**config.mk**
```make
export PLATFORM = sky130hd
export DESIGN_NAME = sipo_10bit_align
export DESIGN_NICKNAME = d
export VERILOG_FILES = /design/src/rtl/sipo_10bit_align.sv
export SDC_FILE = /design/constraint.sdc
export NUM_CORES = 1
export LEC_CHECK = 0
export BUFFER_PORTS_ARGS = -buffer_cell sky130_fd_sc_hd__clkbuf_2
export CAP_MARGIN = 30
export CORE_UTILIZATION = 44
export CTS_CLUSTER_SIZE = 28
export DETAILED_ROUTE_END_ITERATION = 7
export SYNTH_ARGS = -nofsm -noshare
export SYNTH_HDL_FRONTEND = slang
export SYNTH_SLANG_ARGS = --single-unit
```
**constraint.sdc**
```tcl
create_clock -name clk -period 5.25 [get_ports clk]
set_input_delay 0.525 -clock clk [delete_from_list [all_inputs] [get_ports clk]]
set_output_delay 0.525 -clock clk [all_outputs]
set_load 0.01 [all_outputs]
```
**src/rtl/sipo_10bit_align.sv**
```systemverilog
// 10b deserializer with K28.5 comma alignment and lock tracking.
// Optional realign statistics counter: define ALIGN_STATS_EN.
module sipo_10bit_align #(
    parameter logic [9:0] COMMA_P  = 10'h17C,
    parameter logic [9:0] COMMA_N  = 10'h283,
    parameter int         LOCK_CNT = 3,
    parameter int         LOSS_CNT = 4
) (
    input  logic        clk,
    input  logic        rst_n,
    input  logic        ser_in,
    output logic [9:0]  par_out,
    output logic        par_valid,
    output logic        comma_det,
    output logic        locked
`ifdef ALIGN_STATS_EN
    ,
    output logic [15:0] realign_cnt
`endif
);

    typedef enum logic [1:0] {
        HUNT   = 2'd0,
        CHECK  = 2'd1,
        LOCKED = 2'd2
    } state_t;

    localparam logic [7:0] LOCK_V = 8'(LOCK_CNT);
    localparam logic [7:0] LOSS_V = 8'(LOSS_CNT);

    state_t      state_q, state_d;
    logic [9:0]  win_q;
    logic [3:0]  bit_cnt_q, bit_cnt_d;
    logic [7:0]  good_q, good_d;
    logic [7:0]  bad_q, bad_d;
    logic        is_comma;
    logic        boundary;
    logic        emit;
    logic        drop;

    assign is_comma = (win_q == COMMA_P) | (win_q == COMMA_N);
    assign boundary = (bit_cnt_q == 4'd9);
    assign locked   = (state_q == LOCKED);

    // Next-state logic: alignment decisions and word emission
    always_comb begin
        state_d   = state_q;
        bit_cnt_d = boundary ? 4'd0 : bit_cnt_q + 4'd1;
        good_d    = good_q;
        bad_d     = bad_q;
        emit      = 1'b0;
        drop      = 1'b0;
        unique case (state_q)
            HUNT: begin
                if (is_comma) begin
                    emit      = 1'b1;
                    bit_cnt_d = 4'd0;
                    good_d    = 8'd1;
                    state_d   = (LOCK_CNT == 1) ? LOCKED : CHECK;
                end
            end
            CHECK: begin
                if (boundary) begin
                    emit = 1'b1;
                    if (is_comma) begin
                        good_d = good_q + 8'd1;
                        if (good_q + 8'd1 == LOCK_V)
                            state_d = LOCKED;
                    end
                end else if (is_comma) begin
                    emit      = 1'b1;
                    bit_cnt_d = 4'd0;
                    good_d    = 8'd1;
                end
            end
            LOCKED: begin
                if (boundary) begin
                    emit = 1'b1;
                    if (is_comma)
                        bad_d = 8'd0;
                end else if (is_comma) begin
                    if (bad_q + 8'd1 == LOSS_V) begin
                        state_d = HUNT;
                        bad_d   = 8'd0;
                        good_d  = 8'd0;
                        drop    = 1'b1;
                    end else begin
                        bad_d = bad_q + 8'd1;
                    end
                end
            end
            default: begin
                state_d = HUNT;
            end
        endcase
    end

    // Shift window, bit counter and alignment state
    always_ff @(posedge clk or negedge rst_n) begin
        if (!rst_n) begin
            state_q   <= HUNT;
            win_q     <= '0;
            bit_cnt_q <= '0;
            good_q    <= '0;
            bad_q     <= '0;
        end else begin
            state_q   <= state_d;
            win_q     <= {ser_in, win_q[9:1]};
            bit_cnt_q <= bit_cnt_d;
            good_q    <= good_d;
            bad_q     <= bad_d;
        end
    end

    // Registered word output, one clk after the word completes
    always_ff @(posedge clk or negedge rst_n) begin
        if (!rst_n) begin
            par_out   <= '0;
            par_valid <= 1'b0;
            comma_det <= 1'b0;
        end else begin
            par_valid <= emit;
            comma_det <= emit & is_comma;
            if (emit)
                par_out <= win_q;
        end
    end

`ifdef ALIGN_STATS_EN
    // Saturating count of lock losses
    always_ff @(posedge clk or negedge rst_n) begin
        if (!rst_n)
            realign_cnt <= '0;
        else if (drop && realign_cnt != 16'hFFFF)
            realign_cnt <= realign_cnt + 16'd1;
    end
`else
    logic unused_drop;
    assign unused_drop = drop;
`endif

endmodule

```
Word level (Yosys, flattened, before mapping)
Index checks and enable logic that the tools add are counted.

Register bits: 44. Bits of input ports: 3. Output and inout bits: 13. Word-level logic and storage cells: 60.

$add $sub $neg: 3. Equal/unequal tests: 15. Multiplexer cells: 27. Bitwise gates (word level): 2. Reduce and logical (&&, ||, !) cells: 5.

Operator list (number): 2-to-1 mux 8 bit (10); one-hot mux 8 bit (3 select lines) (1); adder 8 x 1 -> 8 bit (second input constant) (2); 2-to-1 mux 2 bit (7); 2-to-1 mux 4 bit (3); == test 10 bit (second input constant) (1); == test 10 x 9 -> 1 bit (second input constant) (1); inequality test 2 bit (second input constant) (5); == test 8 x 2 -> 1 bit (second input constant) (1); == test 8 x 3 -> 1 bit (second input constant) (1); one-hot mux 4 bit (2 select lines) (1); AND reduction 7 bit (1); one-hot mux 2 bit (3 select lines) (1); AND reduction 5 bit (1); adder 4 x 1 -> 4 bit (second input constant) (1); == test 4 bit (second input constant) (1); inequality test 2 x 1 -> 1 bit (second input constant) (2); 2-to-1 mux 1 bit (3); inequality test 3 bit (second input constant) (1); one-hot mux 1 bit (3 select lines) (1); nonzero test 3 bit (1); == test 2 x 1 -> 1 bit (second input constant) (1); == test 2 bit (second input constant) (1); logical NOT 2 bit (1); other kinds (3) (3).

Depth between registers and ports, before layout
Gate-level depths: netlist (run 1).

Depth after elaboration: 6. Depth in mapped cells: 9. Mapped depth without buffers: 8.

Worst setup path before layout (run 1)
Ideal clock, no wire load.

Path type: register to register. From: register win_q[5]. To: register par_out[4]. Setup time: 0.128 ns. Arrival: 1.751 ns. Setup slack: 3.371 ns. Stages on the path, launching flop included: 8. Buffers on the path: 1. Period minus slack after synthesis: 1.879 ns. Cell sequence: dfrtp_1 > nor4b_4 > nand4b_4 > nand2_4 > a22oi_1 > a21oi_2 > buf_4 > mux2_1.

Word-level cells in the longest chain between the ends: 5. Elaborated cells on any way between the ends: 6. Those cells by class: eq/ne: 2; mux: 3; bitwise: 1.

Ends and longest elaborated chain: from (decl) (RTL line 32) `logic [9:0] win_q;`; from (signal assigned) (RTL line 108) `win_q <= {ser_in, win_q[9:1]};`; == test 10 x 9 -> 1 bit / == test 10 bit (equally long branches) (RTL line 41) `assign is_comma = (win_q == COMMA_P) | (win_q == COMMA_N);`; OR 1 bit * (RTL line 41); 2-to-1 mux 1 bit * (RTL line 55, 70); 2-to-1 mux 1 bit (RTL line 63) `if (boundary) begin`; one-hot mux 1 bit (3 select lines) * (RTL line 53) `unique case (state_q)`; named net emit (RTL line 38) `logic emit;`; to (signal assigned) (RTL line 125) `par_out <= win_q;`; to (decl) (RTL line 12) `output logic [9:0] par_out,`.

The timed path passes the listed nets; every way through them passes the cells marked *. A chain may end at the register's enable or synchronous reset.

Final worst setup path (run 1)
From: register bit_cnt_q[1]. To: register par_out[9].

Word-level cells in the longest chain between the ends: 3. Elaborated cells on any way between the ends: 4. Those cells by class: eq/ne: 1; mux: 3.

Ends and longest elaborated chain: from (decl) (RTL line 33) `logic [3:0] bit_cnt_q, bit_cnt_d;`; from (signal assigned) (RTL line 109) `bit_cnt_q <= bit_cnt_d;`; == test 4 bit * (RTL line 42) `assign boundary = (bit_cnt_q == 4'd9);`; 2-to-1 mux 1 bit (on tied branches) (RTL line 77, 63); one-hot mux 1 bit (3 select lines) * (RTL line 53).

Mark *: on every way between the ends. The rest lies on a longest branch, timed or not.

==> results of run 1 <==
==> cell usage after synthesis (2+ instances only) <==
cell	number	area, sq um
nand2_1	15	56.3
o21ai_1	4	20.0
and2_1	2	12.5
a21oi_2	2	17.5
o21a_1	2	15.0
and4bb_2	2	25.0
nor3_1	3	15.0
a21oi_1	9	45.0
mux2_1	8	90.1
buf_2	5	25.0
a21o_1	3	22.5
xnor2_1	5	43.8
o21ai_0	13	65.1
clkbuf_1	2	7.51
dfrtp_1	44	1100
nor2b_1	2	12.5
ha_1	10	125
and4_1	4	35.0
xor2_1	3	26.3
nand3_1	8	40.0
o22ai_1	2	12.5
nor2_1	18	67.6
nand4_1	7	43.8
a31oi_1	7	43.8
inv_1	11	41.3
mux2_2	2	22.5
==> worst register-to-register path, delay by kind of cell (launching register included) <==
kind	cells	cell delay (ps)
compound gates	2	740
buf+inv	1	60
simple gates	1	480
mux	1	400
flops	1	400
fa+ha+maj	1	140
==> area by class of cell <==
type	instances	area, sq um	share of cell area (%)
timing repair buffer	16	95.1	3.68
tap	70	87.6	3.39
multi-input combinational	158	1130	43.8
clock inverter	2	60.1	2.32
clock buffer	5	68.8	2.66
inverter	11	41.3	1.60
sequential	44	1100	42.6
==> report_power, final <==
group | internal (uW) | switching (uW)
Combinational | 55.2 | 73.4
Clock | 187 | 115
Sequential | 374 | 29.0
==> path summary, 6_finish.rpt <==
kind                                           to  cells past startpoint              startpoint
setup reg to reg           par_out[9]$_DFFE_PN0P_                      6  bit_cnt_q[1]$_DFF_PN0_
setup / recovery           par_out[9]$_DFFE_PN0P_                      6  bit_cnt_q[1]$_DFF_PN0_
hold / removal              good_q[2]$_DFFE_PN0P_                      1                   rst_n
min in group clk               win_q[9]$_DFF_PN0_                      1                  ser_in
hold reg to reg                win_q[1]$_DFF_PN0_                      0      win_q[2]$_DFF_PN0_
max in group asynchronous    bad_q[2]$_DFFE_PN0P_                      2                   rst_n
==> routing by layer <==
| metal | vias to the layer above | share of wire [%] | GRT usage [%] |
|---|---|---|---|
| li1 | 838 | - | - |
| met1 | 788 | 52 | 27.3 |
| met2 | 25 | 43 | 25.9 |
| met3 | 7 | 2.7 | 4.47 |
| met4 | 0 | 1.6 | 6.50 |
| met5 | - | 0 | 0 |
==> state kept, by name (all words and copies together) (netlist names) <==
name	flops
bit_cnt_q	4
par_out	10
comma_det	1
good_q	8
state_q	2
win_q	10
par_valid	1
bad_q	8
==> through the flow <==
| step | cell area [sq um] | hold WS, ps | utilization (%) |
|---|---|---|---|
| 6_report | 2580 | 179 | 50.9 |
| 2_1_floorplan | 2310 | 229 | - |
| 3_3_place_gp | 2440 | 399 | 48.0 |
| 4_1_cts | 2580 | 198 | 50.9 |
| 5_1_grt | 2580 | 215 | 50.9 |
| 3_5_place_dp | 2460 | 401 | 48.4 |
==> cell families after synthesis <==
family | count (synthesis) | share of synthesized area (%)
muxes | 10 | 4.87
and+or+nand+nor | 75 | 20.0
buffers and inverters | 19 | 3.52
xor gates and xnor gates | 8 | 3.03
DFF | 44 | 47.6
AOI/OAI and AO/OA | 55 | 15.6
adders and majority gates | 10 | 5.41
==> results.cfg, run 1 <==
[drt]
vias = 1658
drc = 0
drt_iter0_markers = 101
via_per_inst = 5.42
ant_nets = 0
wl_um = 4320
avgRoutedWirePerCell_um = 14.1
first_pass_iters = 4

[cts]
cts_hold_buffers = 0
clk_latency_ps = 300
cts_tree = yes
cts_root_buf = clkbuf_8
postCtsSetupBuffers = 0
numCtsBuffers = 5
cts_resized = 0
cts.sinks = 44
cts.path.max_buffers = 2
htree_levels = 2
cts.clk_slew.worst_paths_ps = 90

[global_route]
antenna_found_initial = 0
grt-ovfl-total = 0
grt_pass1_wl_um = 7590
grt_max_degree = 27
grt_use_total_pct = 18.4
grt_pass1_vias = 1558

[placed_design]
dp_slack_ps = 2850
port_buffers = 15
place_inst = 299
gp_congestion = 0.761
post-dp-hpwl_um = 3070

[worst_setup_path]
cp_data_arrival_time_ps = 2520
endpoint_kind = register
crit_required_ps = 5430
cp_num_buf_inv = 1
crit_fanout = 13
reg2reg_slack_ps = 2920
timing_worst_setup_path_type = reg -> reg
crit_family = compound AO/OA/AOI/OAI gates
crit_path_max_incr_delay_ps = 550
worst_path_max_delay_cell = a21oi_2
start_kind = register
path_cells = inv_1, ha_1, and3b_1, a22oi_1, a21oi_2, mux2_2

[die]
die_area_sq_um = 5550
initial_utilization_pct = 45.6
core_sq_um = 5070
rows = 26
die_y_um = 74.5
die_x_um = 74.5
io_pins = 16

[finish]
fin_nets = 249
fillers = 473
layout_commonest_cell = dfrtp_1
area_growth_pct = 11.7
finalNonFillerCells = 306
diodes = 0
drive_above_1_share_pct = 15.7
most-common-layout-cells = 44 x dfrtp_1, 18 x nor2_1, 15 x nand2_1, 15 x clkbuf_2, 13 x o21ai_0

[power_and_ir_drop]
power_uw = 834
ir_worst_vdd_v = 0.000249
leakage_uw = 0.00119
p_per_area_nw_per_um2 = 322

[sta]
maxSlewHeadroom_pct = 58.0
max_freq_mhz = 429
period_needed_ps = 2330
setup_tns_ps = 0
skew_ps = 11.0
hold_violations = 0
worst_pin_slew_ps = 630
rsz0062_at_grt = no
setup_viol = 0
period_share_pct = 44.4
setup_slack_ps = 2920
drv_slew = 0

[synth]
yosysWarnings = 0
synth_seq_cells = 44
netlist_area_sq_um = 2310
postSynth.asyncResetShare_pct = 100
mappedNetlistNets = 234
yosysUniqueCellTypes = 54
syn_inst = 221
synth_seq_area_share_pct = 47.6
syn-mean-instance-area_sq_um = 10.5
synth-edff-count = 0
ys.flop_type = dfrtp_1

[outcome]
outcome = finished clean

[min_path]
hp-class = in -> async

[flow_run]
drv_cap = 0
(Power assumes the default switching activity.)
==> inputs of run 2 (changes only) <==
--- a/config.mk
+++ b/config.mk
@@ -5,6 +5,7 @@
 export SDC_FILE = /design/constraint.sdc
 export NUM_CORES = 1
 export LEC_CHECK = 0
+export ABC_AREA = 1
 export BUFFER_PORTS_ARGS = -buffer_cell sky130_fd_sc_hd__clkbuf_2
 export CAP_MARGIN = 30
 export CORE_UTILIZATION = 44
==> constraint.sdc (replaced) <==
create_clock -name clk -period 2.2 [get_ports clk]
set_input_delay 0.22 -clock clk [delete_from_list [all_inputs] [get_ports clk]]
set_output_delay 0.22 -clock clk [all_outputs]
set_load 0.01 [all_outputs]
==> results.cfg, run 2 <==
[global_route]
grt_max_degree = 29
grt-ovfl-total = 0
grt_pass1_vias = 1742
grt_use_total_pct = 17.9
antenna_found_initial = 0
grt_pass1_wl_um = 7560

[outcome]
outcome = finished clean

[synth]
syn_inst = 292
synth_seq_cells = 44
yosysWarnings = 0
synth.most_common_cell = nand2_1
syn-mean-instance-area_sq_um = 7.85
synth_area_leaders = dfrtp_1 48%, nand2_1 17%, inv_1 5.9%, ha_1 5.5%, nor2_1 4.3%
synth_top_area_cell = dfrtp_1
synth_seq_area_share_pct = 48.1
synth-edff-count = 0
mappedNetlistNets = 305
yosysUniqueCellTypes = 24
netlist_area_sq_um = 2290
postSynth.asyncResetShare_pct = 100
ys.flop_type = dfrtp_1
yosys-top-cells-count = 101 x nand2_1, 44 x dfrtp_1, 36 x inv_1
synth_top_area_share_pct = 48.1

[cts]
numCtsBuffers = 5
postCtsSetupBuffers = 0
cts.sinks = 44
htree_levels = 2
clk_latency_ps = 300
cts.path.max_buffers = 2
cts.clk_slew.worst_paths_ps = 90
cts_root_buf = clkbuf_8
cts_tree = yes

[finish]
diodes = 0
top_regs = par_out x10, win_q x10
layout_commonest_cell = nand2_1
area_growth_pct = 12.8
most-common-layout-cells = 101 x nand2_1, 44 x dfrtp_1, 36 x inv_1, 25 x nor2_1, 19 x o21ai_0
multi_input_area_sq_um = 1030
utilization_pct = 53.0
seq_area_sq_um = 1100
fin_nets = 329
drive_above_1_share_pct = 13.6
fillers = 464

[sta]
period_share_pct = 84.7
max_freq_mhz = 537
drv_slew = 0
setup_viol = 0
setup_tns_ps = 0
hold_violations = 0
rsz0062_at_grt = no
skew_ps = 10.9
worst_pin_slew_ps = 528
maxSlewHeadroom_pct = 64.7
period_needed_ps = 1860

[power_and_ir_drop]
p_per_area_nw_per_um2 = 973
ir_worst_vdd_v = 0.000501
leakage_uw = 0.00132

[worst_setup_path]
crit_required_ps = 2390
r2r_start = state_q[0]$_DFFE_PN0P_
cp_data_arrival_time_ps = 2050
timing_worst_setup_path_type = reg -> reg
crit_fanout = 8
start_kind = register
endpoint_kind = register
startpoint = state_q[0]$_DFFE_PN0P_

[min_path]
hold_path.startpoint = ser_in
hp-class = in -> reg

[die]
initial_utilization_pct = 46.9
core_sq_um = 4880
die_x_um = 74.2
rows = 25
die_y_um = 74.2
io_pins = 16
die_area_sq_um = 5500

[drt]
via_per_inst = 4.86
vias = 1865
first_pass_iters = 4
avgRoutedWirePerCell_um = 11.2
ant_nets = 0
drt_iter0_markers = 90
wl_um = 4310
drc = 0

[placed_design]
gp_congestion = 0.792
post-dp-hpwl_um = 3160
port_buffers = 15

[flow_run]
drv_cap = 0
## run 2: worst paths after layout
kind	endpoint	slack (ps)	depth (start not counted)
max in group asynchronous	bad_q[2]$_DFFE_PN0P_	1480	3
setup / recovery	good_q[7]$_DFFE_PN0P_	340	9
hold reg to reg	win_q[6]$_DFF_PN0_	410	0
setup reg to reg	good_q[7]$_DFFE_PN0P_	340	9
min in group asynchronous	bit_cnt_q[2]$_DFF_PN0_	410	3
hold / removal	win_q[9]$_DFF_PN0_	30	1
## run 2: area by class of cell
cell class / instances / share of cell area [%]
clock buffers: 5 / 2.66
clock inverters: 3 / 1.79
inverters: 38 / 5.52
multi-input cells: 208 / 40.0
flip-flops and latches: 44 / 42.6
well taps: 67 / 3.24
repair buffers: 19 / 4.16
## run 2: kinds of logic after synthesis
family	share of synthesized area [%]
adder cells (fa/ha/maj)	5.46
AND/OR/NAND/NOR	29.9
XOR/XNOR	1.15
AO/OA/AOI/OAI	8.57
flip-flops	48.1
buffers and inverters	6.88
## run 2: power breakdown
| part | internal (uW) | switching (uW) | total (uW) |
|---|---|---|---|
| combinational | 292 | 520 | 813 |
| clock | 342 | 293 | 635 |
| sequential | 957 | 110 | 1070 |
## run 2: what timing repair did
| action | CTS | global route |
|---|---|---|
| endpoints found under the hold margin | 44 | 0 |
| endpoints found under the setup margin | 0 | 1 |
| hold buffers | 1 | 0 |
| gates resized for setup | 0 | 1 |
## run 2: worst max-delay path, cell delays in order (launching register included)
cell     delay, ps
dfrtp_1        410
inv_1           80
ha_1           280
inv_1           60
nor2_2         220
inv_1          190
nand2_1        190
nor2_1          50
o21ai_0        190
o21ai_2         80
## run 2: layer usage
| layer | vias to the layer above | track usage [%] | wire length [um] |
|---|---|---|---|
| met4 | 0 | 4.70 | 21 |
| met3 | 4 | 4.20 | 181 |
| met1 | 867 | 23.9 | 2140 |
| met2 | 33 | 29.4 | 1970 |
| met5 | - | 0 | 0 |
| li1 | 961 | - | - |
## run 2: stage by stage
| step | power (uW) | setup slack, ps | hold slack [ps] | instance area (sq um) | instances |
|---|---|---|---|---|---|
| floorplan | 1670 | 534 | -75.6 | 2290 | 292 |
| global placement | 1890 | 160 | 200 | 2460 | 375 |
| detailed placement | 1900 | 178 | 195 | 2460 | 375 |
| CTS | 2550 | 158 | 20.8 | 2580 | 384 |
| global route | 2730 | 105 | 25.2 | 2580 | 384 |
| finish | 2520 | 336 | 33.2 | 2580 | 384 |
==> inputs of run 3 (changes only) <==
==> constraint.sdc (replaced) <==
create_clock -name clk -period 1.7 [get_ports clk]
set_input_delay 0.17 -clock clk [delete_from_list [all_inputs] [get_ports clk]]
set_output_delay 0.17 -clock clk [all_outputs]
set_load 0.01 [all_outputs]
==> results.cfg, run 3 (synthesis results as in run 2) <==
[flow_run]
drv_cap = 0

[drt]
first_pass_iters = 4
via_per_inst = 4.82
drc = 0
routed.top_layer = met4
wl_met3_um = 161
ant_nets = 0
wl_um = 4680
vias = 1944
met2_length_um = 2250
drt_iter0_markers = 76
avgRoutedWirePerCell_um = 11.6
drt-met1-wl_um = 2240

[sta]
worst_pin_slew_ps = 432
skew_ps = 5.16
period_share_pct = 99.6
rsz0062_at_grt = yes
drv_slew = 0
setup_tns_ps = 0
hold_ws_ps = 333
maxSlewHeadroom_pct = 71.2
setup_viol = 0
hold_violations = 0
max_freq_mhz = 591
period_needed_ps = 1690

[cts]
clk_latency_ps = 300
cts.sinks = 44
cts.clk_slew.worst_paths_ps = 80
numCtsBuffers = 5
cts.path.max_buffers = 2
cts_root_buf = clkbuf_8
htree_levels = 2
cts_tree = yes

[worst_setup_path]
worst_path_max_delay_cell = dfrtp_1
crit_required_ps = 1940
path_cells = ha_4, nand3_4, nand2_2, nand2_2, nor2_2, nand2_2, nor2_4, nand3_2, nand2_4, buf_6, nand4_1, nand2_1
crit_family = simple AND/OR/NAND/NOR gates
start_kind = register
timing_worst_setup_path_type = reg -> reg
crit_fanout = 5
crit_path_max_incr_delay_ps = 400
critPathMostFrequentCell = nand2_2
cp_num_buf_inv = 1
endpoint_kind = register
cp_data_arrival_time_ps = 1930
crit_cells = 12
reg2reg_depth = 12

[power_and_ir_drop]
power_uw = 3570
ir_worst_vdd_v = 0.000655
leakage_uw = 0.00145
p_per_area_nw_per_um2 = 1240

[die]
initial_utilization_pct = 46.9
die_x_um = 74.2
die_area_sq_um = 5500
io_pins = 16
rows = 25
core_sq_um = 4880
die_y_um = 74.2

[placed_design]
gp_congestion = 0.790
place_area_sq_um = 2570
post-dp-hpwl_um = 3290
port_buffers = 15

[finish]
finalInstanceArea_sq_um = 2890
diodes = 0
area_growth_pct = 25.9
top_regs = par_out x10, win_q x10
utilization_pct = 59.1
layout_commonest_cell = nand2_1
drive_above_1_share_pct = 25.3
most-common-layout-cells = 90 x nand2_1, 42 x dfrtp_1, 33 x inv_1, 25 x nor2_1, 16 x buf_4
fin_nets = 348

[global_route]
grt-ovfl-total = 0
grt_max_degree = 31
antenna_found_initial = 0
grt_use_total_pct = 19.5
grt_pass1_vias = 1833
grt_pass1_wl_um = 8150

[outcome]
outcome = finished clean

[min_path]
hp-class = in -> async
run 3: cell types whose count changed in the layout (fill, tap and decap cells not counted), moves of 4 or more:
cell     before  now
buf_4         3   16
o21ai_1       0    4
o21ai_0      19   15
nand2_2       3   12
nand2_1     101   90
run 3: worst paths after layout:
check | start | endpoint | slack [ps]
setup / recovery | bad_q[1]$_DFFE_PN0P_ | good_q[1]$_DFFE_PN0P_ | 7
hold / removal | rst_n | good_q[6]$_DFFE_PN0P_ | 330
setup reg to reg | bad_q[1]$_DFFE_PN0P_ | good_q[1]$_DFFE_PN0P_ | 7
hold reg to reg | win_q[7]$_DFF_PN0_ | win_q[6]$_DFF_PN0_ | 410
max in group asynchronous | rst_n | bad_q[3]$_DFFE_PN0P_ | 860
min in group clk | win_q[7]$_DFF_PN0_ | win_q[6]$_DFF_PN0_ | 410
run 3: per-stage QoR:
| step | setup slack (ps) | instances |
|---|---|---|
| global placement | -19.7 | 389 |
| CTS | -20.9 | 400 |
| global route | -117 | 403 |
| detailed placement | -49.0 | 389 |
| finish | 6.81 | 403 |
| floorplan | 33.7 | 292 |
run 3: cell type report:
| cell class | instances | area (sq um) |
|---|---|---|
| inverters | 38 | 146 |
| well taps | 67 | 83.8 |
| clock inverters | 2 | 38.8 |
| clock buffers | 6 | 82.6 |
| repair buffers | 36 | 258 |
| flip-flops and latches | 44 | 1100 |
| fillers | 450 | 1990 |
| repair inverters | 1 | 7.51 |
| multi-input cells | 209 | 1160 |
run 3: routing by layer:
| layer | vias up | global-route usage [%] |
|---|---|---|
| met2 | 34 | 32.5 |
| met3 | 2 | 5.28 |
| li1 | 1006 | - |
| met1 | 902 | 24.9 |
| met4 | 0 | 5.77 |
| met5 | - | 0 |
run 3: timing repair:
action,CTS,global route
hold endpoints to repair,15,0
setup buffers,0,2
gates resized for setup,12,29
endpoints found under the setup margin,8,27
pin swaps,2,10
hold buffers,2,0
cloned,1,1
run 3: power breakdown:
part | switching [uW] | internal [uW]
sequential | 132 | 1240
combinational | 809 | 545
clock | 365 | 481
